File: src/rtl/instr_fetch_pkg.sv
// instr_fetch_pkg: fetch FSM state encoding, NOP word and default reset PC shared by the fetch unit
package instr_fetch_pkg;
   typedef enum logic [1:0] {ST_REQ, ST_WAIT, ST_DROP} fetch_state_t;
   localparam logic [31:0] NOP_WORD = 32'h0000_0000;
   localparam logic [31:0] DEFAULT_RESET_PC = 32'h0000_0000;
endpackage

File: src/rtl/instr_fetch_if.sv
// instr_fetch_if: instruction memory bus between fetch unit (master) and memory (slave)
//   imem_req   : one-cycle read request
//   imem_addr  : word-aligned fetch address, valid with imem_req
//   imem_valid : response strobe, at least one cycle after the request
//   imem_data  : instruction word, valid with imem_valid
interface instr_fetch_if;
   logic        imem_req;
   logic [31:0] imem_addr;
   logic        imem_valid;
   logic [31:0] imem_data;
   modport master (output imem_req, imem_addr, input imem_valid, imem_data);
   modport slave (input imem_req, imem_addr, output imem_valid, imem_data);
endinterface

File: src/rtl/instr_fifo.sv
// instr_fifo: instruction buffer of {pc, instr} entries with push/pop/flush
//   clk_i, rst_i (sync, active-low) ; push_i/data_i write ; pop_i advances head
//   flush_i empties the buffer and wins over same-cycle push/pop
//   data_o is the head entry (all zero when empty) ; full_o/empty_o occupancy flags
module instr_fifo
   import instr_fetch_pkg::*;
#(
   parameter int DEPTH = 2
) (
   input  logic        clk_i,
   input  logic        rst_i,
   input  logic        push_i,
   input  logic        pop_i,
   input  logic        flush_i,
   input  logic [63:0] data_i,
   output logic [63:0] data_o,
   output logic        full_o,
   output logic        empty_o
);
   localparam int AW = $clog2(DEPTH);
   logic [63:0] mem_q [DEPTH];
   logic [63:0] mem_d [DEPTH];
   logic [AW:0] wr_q, wr_d, rd_q, rd_d;
   // pointers carry one extra wrap bit so full and empty are distinguishable
   assign empty_o = wr_q == rd_q;
   assign full_o  = (wr_q[AW] != rd_q[AW]) && (wr_q[AW-1:0] == rd_q[AW-1:0]);
   assign data_o  = empty_o ? {32'h0, NOP_WORD} : mem_q[rd_q[AW-1:0]];
   always_comb begin
      mem_d = mem_q;
      wr_d  = wr_q;
      rd_d  = rd_q;
      if (push_i && !full_o) begin
         mem_d[wr_q[AW-1:0]] = data_i;
         wr_d = wr_q + 1'b1;
      end
      if (pop_i && !empty_o) rd_d = rd_q + 1'b1;
      if (flush_i) begin
         wr_d = '0;
         rd_d = '0;
      end
   end
   always_ff @(posedge clk_i) begin
      if (!rst_i) begin
         wr_q <= '0;
         rd_q <= '0;
      end else begin
         wr_q <= wr_d;
         rd_q <= rd_d;
      end
   end
   always_ff @(posedge clk_i) mem_q <= mem_d;
endmodule

File: src/rtl/instr_fetch.sv
// instr_fetch: instruction fetch unit with single-outstanding memory requests and a small instruction buffer
//   clk_i, rst_i (sync, active-low) ; imem : memory bus master
//   instr_valid_o/instr_o/pc_o/pc_plus4_o : buffer head to decode, consumed with instr_ready_i
//   jr_i > jump_i > branch_taken_i : redirects that flush the buffer and restart fetch at the target
module instr_fetch
   import instr_fetch_pkg::*;
#(
   parameter logic [31:0] RESET_PC  = DEFAULT_RESET_PC,
   parameter int          BUF_DEPTH = 2
) (
   input  logic                 clk_i,
   input  logic                 rst_i,
   instr_fetch_if.master        imem,
   output logic                 instr_valid_o,
   output logic [31:0]          instr_o,
   output logic [31:0]          pc_o,
   output logic [31:0]          pc_plus4_o,
   input  logic                 instr_ready_i,
   input  logic                 branch_taken_i,
   input  logic [31:0]          branch_target_i,
   input  logic                 jump_i,
   input  logic [25:0]          jump_index_i,
   input  logic                 jr_i,
   input  logic [31:0]          jr_target_i
);
   fetch_state_t state_q, state_d;
   logic [31:0]  fpc_q, fpc_d, raddr_q, raddr_d, target;
   logic         redirect, issue, push, pop, full, empty;
   logic [63:0]  head;
   assign redirect = jr_i | jump_i | branch_taken_i;
   assign target   = (jr_i ? jr_target_i : jump_i ? {pc_plus4_o[31:28], jump_index_i, 2'b00} : branch_target_i) & ~32'h3;
   // a redirecting cycle issues nothing so the old fetch PC never reaches memory
   assign issue    = rst_i && state_q == ST_REQ && !full && !redirect;
   assign push     = state_q == ST_WAIT && imem.imem_valid && !redirect;
   assign pop      = instr_valid_o && instr_ready_i;
   assign imem.imem_req  = issue;
   assign imem.imem_addr = issue ? fpc_q : '0;
   assign instr_valid_o  = !empty;
   assign {pc_o, instr_o} = head;
   assign pc_plus4_o     = pc_o + 32'd4;
   always_comb begin
      state_d = state_q;
      fpc_d   = redirect ? target : issue ? fpc_q + 32'd4 : fpc_q;
      raddr_d = issue ? fpc_q : raddr_q;
      // a response landing with the redirect closes the request, so no DROP is needed then
      case (state_q)
         ST_REQ:  state_d = issue ? ST_WAIT : ST_REQ;
         ST_WAIT: state_d = imem.imem_valid ? ST_REQ : redirect ? ST_DROP : ST_WAIT;
         ST_DROP: state_d = imem.imem_valid ? ST_REQ : ST_DROP;
         default: state_d = ST_REQ;
      endcase
   end
   always_ff @(posedge clk_i) begin
      if (!rst_i) begin
         state_q <= ST_REQ;
         fpc_q   <= RESET_PC;
         raddr_q <= '0;
      end else begin
         state_q <= state_d;
         fpc_q   <= fpc_d;
         raddr_q <= raddr_d;
      end
   end
   instr_fifo #(.DEPTH(BUF_DEPTH)) u_fifo (
      .clk_i   (clk_i),
      .rst_i   (rst_i),
      .push_i  (push),
      .pop_i   (pop),
      .flush_i (redirect),
      .data_i  ({raddr_q, imem.imem_data}),
      .data_o  (head),
      .full_o  (full),
      .empty_o (empty)
   );
endmodule

File: src/flat_wrapper.sv
// flat-port wrapper written by rule: the top's interface ports become plain ports
module instr_fetch_flat import instr_fetch_pkg::*;
#(
   parameter logic [31:0] RESET_PC  = DEFAULT_RESET_PC,
   parameter int          BUF_DEPTH = 2
)
  (clk_i, rst_i, instr_valid_o, instr_o, pc_o, pc_plus4_o, instr_ready_i, branch_taken_i, branch_target_i, jump_i, jump_index_i, jr_i, jr_target_i, imem_imem_req, imem_imem_addr, imem_imem_valid, imem_imem_data);
  instr_fetch_if imem_i ();
  input  logic clk_i;
  input  logic rst_i;
  output logic instr_valid_o;
  output logic [31:0] instr_o;
  output logic [31:0] pc_o;
  output logic [31:0] pc_plus4_o;
  input  logic instr_ready_i;
  input  logic branch_taken_i;
  input  logic [31:0] branch_target_i;
  input  logic jump_i;
  input  logic [25:0] jump_index_i;
  input  logic jr_i;
  input  logic [31:0] jr_target_i;
  output wire logic [$bits(imem_i.imem_req)-1:0] imem_imem_req;
  output wire logic [$bits(imem_i.imem_addr)-1:0] imem_imem_addr;
  input wire logic [$bits(imem_i.imem_valid)-1:0] imem_imem_valid;
  input wire logic [$bits(imem_i.imem_data)-1:0] imem_imem_data;
  assign imem_imem_req = imem_i.imem_req;
  assign imem_imem_addr = imem_i.imem_addr;
  assign imem_i.imem_valid = imem_imem_valid;
  assign imem_i.imem_data = imem_imem_data;
  instr_fetch #(.RESET_PC(RESET_PC), .BUF_DEPTH(BUF_DEPTH)) u_core (.clk_i(clk_i), .rst_i(rst_i), .imem(imem_i), .instr_valid_o(instr_valid_o), .instr_o(instr_o), .pc_o(pc_o), .pc_plus4_o(pc_plus4_o), .instr_ready_i(instr_ready_i), .branch_taken_i(branch_taken_i), .branch_target_i(branch_target_i), .jump_i(jump_i), .jump_index_i(jump_index_i), .jr_i(jr_i), .jr_target_i(jr_target_i));
endmodule
File: config.mk
export PLATFORM = sky130hd
export DESIGN_NAME = instr_fetch_flat
export DESIGN_NICKNAME = d
export VERILOG_FILES = /design/src/rtl/instr_fetch_pkg.sv /design/src/rtl/instr_fetch_if.sv /design/src/rtl/instr_fifo.sv /design/src/rtl/instr_fetch.sv /design/src/flat_wrapper.sv
export SDC_FILE = /design/constraint.sdc
export NUM_CORES = 1
export LEC_CHECK = 0
export CORE_UTILIZATION = 44
export CTS_CLUSTER_SIZE = 20
export DETAILED_ROUTE_END_ITERATION = 16
export PLACE_DENSITY = 0.77
export REMOVE_ABC_BUFFERS = 1
export SLEW_MARGIN = 25
export SYNTH_ARGS = -nofsm -noshare
export SYNTH_HDL_FRONTEND = slang
export SYNTH_SLANG_ARGS = --single-unit
File: constraint.sdc
create_clock -name clk_i -period 8.87 [get_ports clk_i]
set_clock_uncertainty 0.05 [all_clocks]
set_input_delay 1.774 -clock clk_i [delete_from_list [all_inputs] [get_ports clk_i]]
set_output_delay 1.774 -clock clk_i [all_outputs]
set_load 0.01 [all_outputs]
==> run_results.csv, run 1 <==
group,metric,value,unit
synthesis,synth_area_leaders,"edfxtp_1, dfxtp_1, mux2i_1, nand2_1, nor2_1",
clock_tree,cts_tree,"yes",
placed_design,place.gp.congestion,0.899,
synthesis,avgSynthCellArea,10.1,µm²
clock_tree,cts_resized,0,
global_routing,grt_pass1_wl,38500,µm
route,ant_nets,0,
setup_path,worst_setup_path_end_kind,"output pin",
synthesis,ys_seq_area_share,54.0,%
setup_path,critPathKind,"in -> out",
pwr,p_leak,4.40,nW
timing,setup_viol,0,
synthesis,synthCells,921,
floorplanning,start_util,45.6,%
synthesis,synth-seq-cells,190,
cells_and_area,diodes,0,
setup_path,rr_endpoint,"u_core.fpc_q[30]",
pwr,pwr_density_cell,146,mW/mm²
cells_and_area,seq_area,0.00505,mm²
synthesis,synth.distinct_cells,68,
pwr,peakVddDrop,0.0933,mV
synthesis,syn_area,0.00934,mm²
timing,whs,405,ps
worst_hold_path,worstHoldPathCells,0,
setup_path,timing.rr.start,"u_core.u_fifo.rd_q[0]",
synthesis,synth_flop_cell,"edfxtp_1",
floorplanning,dieArea,0.0218,mm²
global_routing,antenna_found_initial,0,
floorplanning,rows,52,
global_routing,overflow,0,
setup_path,rrSetupSlack,4700,ps
floorplanning,die_h,148,µm
setup_path,cp.required,7050,ps
synthesis,netlist.area_leader.share,39.9,%
cells_and_area,drive_gt1_share,5.16,%
timing,max_clock_freq,143,MHz
clock_tree,clkSinkCount,190,
synthesis,synth-edff-count,124,
route,wire_per_inst,17.1,µm
worst_hold_path,hp-class,"reg -> reg",
timing,slew_violations,0,
clock_tree,cts_hold_buffers,0,
route,viasPerCell,5.41,
timing,finalCriticalPeriod,6970,ps
placed_design,io_buffers,248,
synthesis,yosys_warnings,0,
route,drtIter0Drc,598,
timing,relSlewSlack,34.6,%
setup_path,crit_path_max_incr_delay,860,ps
route,vias,7748,
cells_and_area,fill_cells,1737,
cells_and_area,syn_to_final_growth,34.6,%
placed_design,dpl_cell_area,0.0120,mm²
floorplanning,core_area,0.0205,mm²
clock_tree,clk_latency,430,ps
placed_design,dp_hpwl,17700,µm
synthesis,yosysMostFrequentCell,"edfxtp_1",
worst_hold_path,min_from,"u_core.raddr_q[29]",
setup_path,start_kind,"primary input",
cells_and_area,fin_nets,1280,
status,outcome,"completed",
floorplanning,ioPinCount,259,
setup_path,reg2reg_depth,11,
synthesis,async_flop_share,0,%
clock_tree,path_clk_slew,70,ps
timing,min_period_over_period,78.6,%
setup_path,cp.arrival,5150,ps
route,drc,0,
clock_tree,cts_setup_buffers,0,
timing,rsz0062_at_grt,"false",
worst_hold_path,hold-path-endpoint,"u_core.u_fifo.mem_q[125]",
synthesis,yosys.area.top_type,"edfxtp_1",
timing,hold_viol,0,
synthesis,ys_top_cells_by_count,"edfxtp_1, nand2_1, nor2_1, a21oi_1",
global_routing,grt_pass1_vias,7432,
global_routing,grt_usage,22.7,%
route,postRouteWirelength,24500,µm
setup_path,crit_path_max_fanout,56,
setup_path,cp_cell_sequence,"buf_2 > nor3_2 > buf_4 > nand2_1 > buf_4 > clkinv_1 > nand2_1 > inv_1 > clkdlybuf4s50_1",
floorplanning,chipWidth,148,µm
setup_path,crit_slowest_cell,"clkinv_1",
global_routing,grt_max_degree,64,
job,cap_violations,0,
cells_and_area,finalInstanceArea,0.0126,mm²
clock_tree,cts_root_buf,"clkbuf_16",
clock_tree,cts.path.max_buffers,2,
timing,worst_slew_pin_slew,975,ps
clock_tree,h-tree-depth,4,
cells_and_area,multi_input_area,0.00389,mm²
route,drtPass1Iterations,5,
clock_tree,cts_buffers,17,
-- metrics by stage --
stage	util, %	power [mW]	std cells	setup WS (ps)	TNS (ps)
3_3_place_gp	58.6	1.12	1400	1880	0
6_report	61.3	1.84	1432	1900	0
2_1_floorplan	-	1.03	871	-1620	-100180
4_1_cts	61.3	1.85	1432	1920	0
3_5_place_dp	58.6	1.12	1400	1900	0
5_1_grt	61.3	1.91	1432	1640	0
-- logic make-up (layout without fill, tap and decap cells) --
family | after synthesis | after routing | synth area share (%)
AOI/OAI and AO/OA | 186 | 186 | 12.7
DFF | 190 | 190 | 54.0
muxes | 69 | 69 | 7.43
xor gates and xnor gates | 47 | 47 | 4.49
other | 1 | 6 | 0.0401
buffers and inverters | 99 | 335 | 4.74
adders and majority gates | 2 | 2 | 0.268
and+or+nand+nor | 327 | 327 | 16.3
-- report_power, final --
part           internal, mW  switching (mW)  total [mW]
Sequential            0.949          0.0165       0.966
Clock                 0.417           0.321       0.738
Combinational        0.0778          0.0587       0.137
-- flip-flops by register name (all words and copies together) (netlist names) --
register / count
u_core.fpc_q: 30
u_core.raddr_q: 30
u_core.u_fifo.rd_q: 2
u_core.u_fifo.mem_q: 124
u_core.u_fifo.wr_q: 2
u_core.state_q: 2
-- how the worst max path moves through the flow --
stage | startpoint | endpoint | slack [ps] | cells after the start
after global routing | jr_i | imem_imem_addr[23] | 1640 | 9
after global placement | jr_i | imem_imem_addr[15] | 1880 | 9
after CTS | jr_i | imem_imem_addr[15] | 1920 | 9
after detailed placement | jr_i | imem_imem_addr[15] | 1900 | 9
after floorplan | jr_i | u_core.u_fifo.mem_q[100] | -1620 | 3
final | jr_i | imem_imem_addr[23] | 1900 | 9
-- metal layers --
layer	GRT usage, %	vias up	wire [µm]
li1	-	3770	-
met1	28.6	3639	10300
met2	39.1	315	12200
met3	4.35	24	1590
met4	7.78	0	388
met5	0	-	0
-- critical path, delay by kind of cell --
family	cells	cell delay, ps
buffers and inverters	6	2720
and+or+nand+nor	3	610
-- layout make-up --
type	instances	area share, %
clock inverter	12	1.06
inverter	44	1.31
multi-input combinational	637	30.9
sequential	190	40.2
clock buffer	20	3.47
timing repair buffer	259	20.4
tap	270	2.69
-- layout by cell type (no fill, tap or decap), types with 15 or more instances in the layout --
cell type and n:
a211oi_1 16, a21oi_1 69, clkbuf_16 17, clkdlybuf4s50_1 247, dfxtp_1 65, edfxtp_1 124
inv_1 42, mux2i_1 66, nand2_1 114, nand3_1 33, nand4_1 16, nor2_1 93
nor3_1 15, o21ai_0 43, xnor2_1 18, xor2_1 28
(Power assumes the default switching activity.)
==> run 2: changes to the inputs <==
Clock period 8.87 ns to 6.3 ns, I/O delays scaled along.
==> run_results.csv, run 2 (synthesis gave the netlist of run 1 again) <==
group,metric,value,unit
route,postRouteWirelength,24100,µm
setup_path,crit_path_max_fanout,51,
timing,worst_slew_pin_slew,981,ps
cells_and_area,top_regs,"u_core.u_fifo.mem_q x124, u_core.fpc_q x30, u_core.raddr_q x30",
setup_path,start_kind,"register",
pwr,power_switching_share,20.9,%
setup_path,rr_endpoint,"u_core.fpc_q[30]",
cells_and_area,regMostFlops,"u_core.u_fifo.mem_q",
pwr,p_seq_share,50.6,%
clock_tree,cts.path.max_buffers,2,
cells_and_area,diodes,0,
global_routing,overflow,0,
timing,slew_violations,0,
pwr,power.internal,2.12,mW
pwr,combPwrFrac,7.2,%
setup_path,cp-startpoint,"u_core.u_fifo.rd_q[0]",
placed_design,io_buffers,248,
clock_tree,cts_tree,"yes",
floorplanning,rows,52,
global_routing,grt_pass1_vias,7257,
global_routing,grt_pass1_wl,37600,µm
floorplanning,die_h,148,µm
route,ant_nets,0,
clock_tree,cts_resized,0,
floorplanning,ioPinCount,259,
clock_tree,cts_root_buf,"clkbuf_16",
placed_design,place.gp.congestion,0.855,
route,wire_per_inst,16.8,µm
clock_tree,cts_setup_buffers,0,
clock_tree,clk_latency,430,ps
cells_and_area,syn_to_final_growth,35.5,%
setup_path,reg2reg_depth,11,
setup_path,setup.worst_path.end,"pc_plus4_o[25]",
clock_tree,cts_buffers,17,
pwr,p_leak,4.46,nW
cells_and_area,largest_reg_flops,124,
timing,max_clock_freq,178,MHz
timing,min_period_over_period,89.4,%
status,outcome,"completed",
cells_and_area,drive_gt1_share,5.58,%
route,drtPass1Iterations,5,
global_routing,grt_usage,22.2,%
clock_tree,h-tree-depth,4,
pwr,switching_power,563,µW
timing,relSlewSlack,34.2,%
timing,finalCriticalPeriod,5630,ps
setup_path,critPathKind,"reg -> out",
global_routing,antenna_found_initial,0,
setup_path,worst_setup_path_end_kind,"output pin",
route,drc,0,
timing,hold_viol,0,
setup_path,timing.rr.start,"u_core.u_fifo.wr_q[0]",
timing,rsz0062_at_grt,"false",
clock_tree,clkSinkCount,190,
clock_tree,path_clk_slew,70,ps
cells_and_area,layoutNonFillerInstCount,1435,
cells_and_area,final_cell_mix,"clkdlybuf4s50_1, edfxtp_1, nand2_1",
pwr,peakVddDrop,0.180,mV
placed_design,dpl.cell_count,1403,
floorplanning,start_util,45.6,%
setup_path,cp.required,4990,ps
floorplanning,chipWidth,148,µm
route,viasPerCell,5.43,
route,drtIter0Drc,646,
pwr,clockPowerShare,42.2,%
cells_and_area,fin_nets,1283,
timing,setup_viol,0,
setup_path,cp.arrival,4320,ps
floorplanning,core_area,0.0205,mm²
placed_design,dp_hpwl,17800,µm
route,vias,7785,
setup_path,rrSetupSlack,2560,ps
global_routing,grt_max_degree,63,
floorplanning,dieArea,0.0218,mm²
cells_and_area,layout_commonest_cell,"clkdlybuf4s50_1",
clock_tree,cts_hold_buffers,0,
cells_and_area,post-route-util,61.8,%
worst_hold_path,hp-class,"reg -> reg",
job,cap_violations,0,
pwr,pwr_density_cell,212,mW/mm²
-- run 2: changes by cell type in the layout (fill, tap and decap cells not counted), moves of 2 or more --
cell | previous run | this run
buf_4 | 11 | 14
bufinv_16 | 2 | 4
clkbuf_1 | 3 | 1
clkinvlp_4 | 4 | 1
-- run 2: final cells by class --
class,count,area [µm²]
sequential,190,5050
multi-input combinational,637,3900
tap,270,338
timing repair buffer,262,2580
clock buffer,19,443
fill,1703,7840
inverter,44,165
clock inverter,13,186
-- run 2: worst min path at each step --
stage,from,endpoint,slack (ps),cells after the start
3_3_place_gp,u_core.raddr_q[20],u_core.u_fifo.mem_q[52],380,0
3_5_place_dp,u_core.raddr_q[29],u_core.u_fifo.mem_q[61],390,0
4_1_cts,u_core.raddr_q[29],u_core.u_fifo.mem_q[125],410,0
6_report,u_core.raddr_q[28],u_core.u_fifo.mem_q[60],400,0
2_1_floorplan,u_core.raddr_q[4],u_core.u_fifo.mem_q[100],380,0
5_1_grt,u_core.raddr_q[6],u_core.u_fifo.mem_q[102],420,0
-- run 2: metal layers --
| metal | wire length (µm) | vias to the layer above | track usage, % |
|---|---|---|---|
| met2 | 11600 | 323 | 37.3 |
| met5 | 0 | - | 0 |
| met4 | 650 | 0 | 8.92 |
| met3 | 1570 | 41 | 3.52 |
| met1 | 10300 | 3639 | 28.7 |
| li1 | - | 3782 | - |
-- run 2: stage by stage --
step,setup slack [ps],hold WS (ps),power (mW),cell area [µm²],setup TNS [ps]
floorplan,-3670,375,1.45,9080,-271970
global placement,979,381,1.57,12000,0
detailed placement,957,392,1.58,12000,0
CTS,644,407,2.70,12700,0
global route,356,423,2.77,12700,0
finish,671,405,2.69,12700,0
-- run 2: power groups by stage --
| stage | clock network, mW | logic (mW) | registers [mW] |
|---|---|---|---|
| 6_report | 1.13 | 0.194 | 1.36 |
| 5_1_grt | 1.20 | 0.211 | 1.36 |
| 4_1_cts | 1.15 | 0.194 | 1.36 |
| 3_5_place_dp | 0 | 0.192 | 1.38 |
| 3_3_place_gp | 0 | 0.189 | 1.38 |
| 2_1_floorplan | 0 | 0.0748 | 1.38 |
-- run 2: critical path: stages, from the launching register on --
cell and delay [ps]:
dfxtp_4 420, buf_4 530, buf_4 690, nand4_1 230, a22oi_1 270, nand4_2 300, nor3_1 350, a21boi_0 320
xor2_1 180, clkdlybuf4s50_1 550
==> run 3: changes to the inputs <==
Settings changed: CTS_CLUSTER_SIZE 20 to 40, GPL_ROUTABILITY_DRIVEN set to 0.
==> results of run 3 <==
Final layout, timing and power as in run 2 (identical DEF).
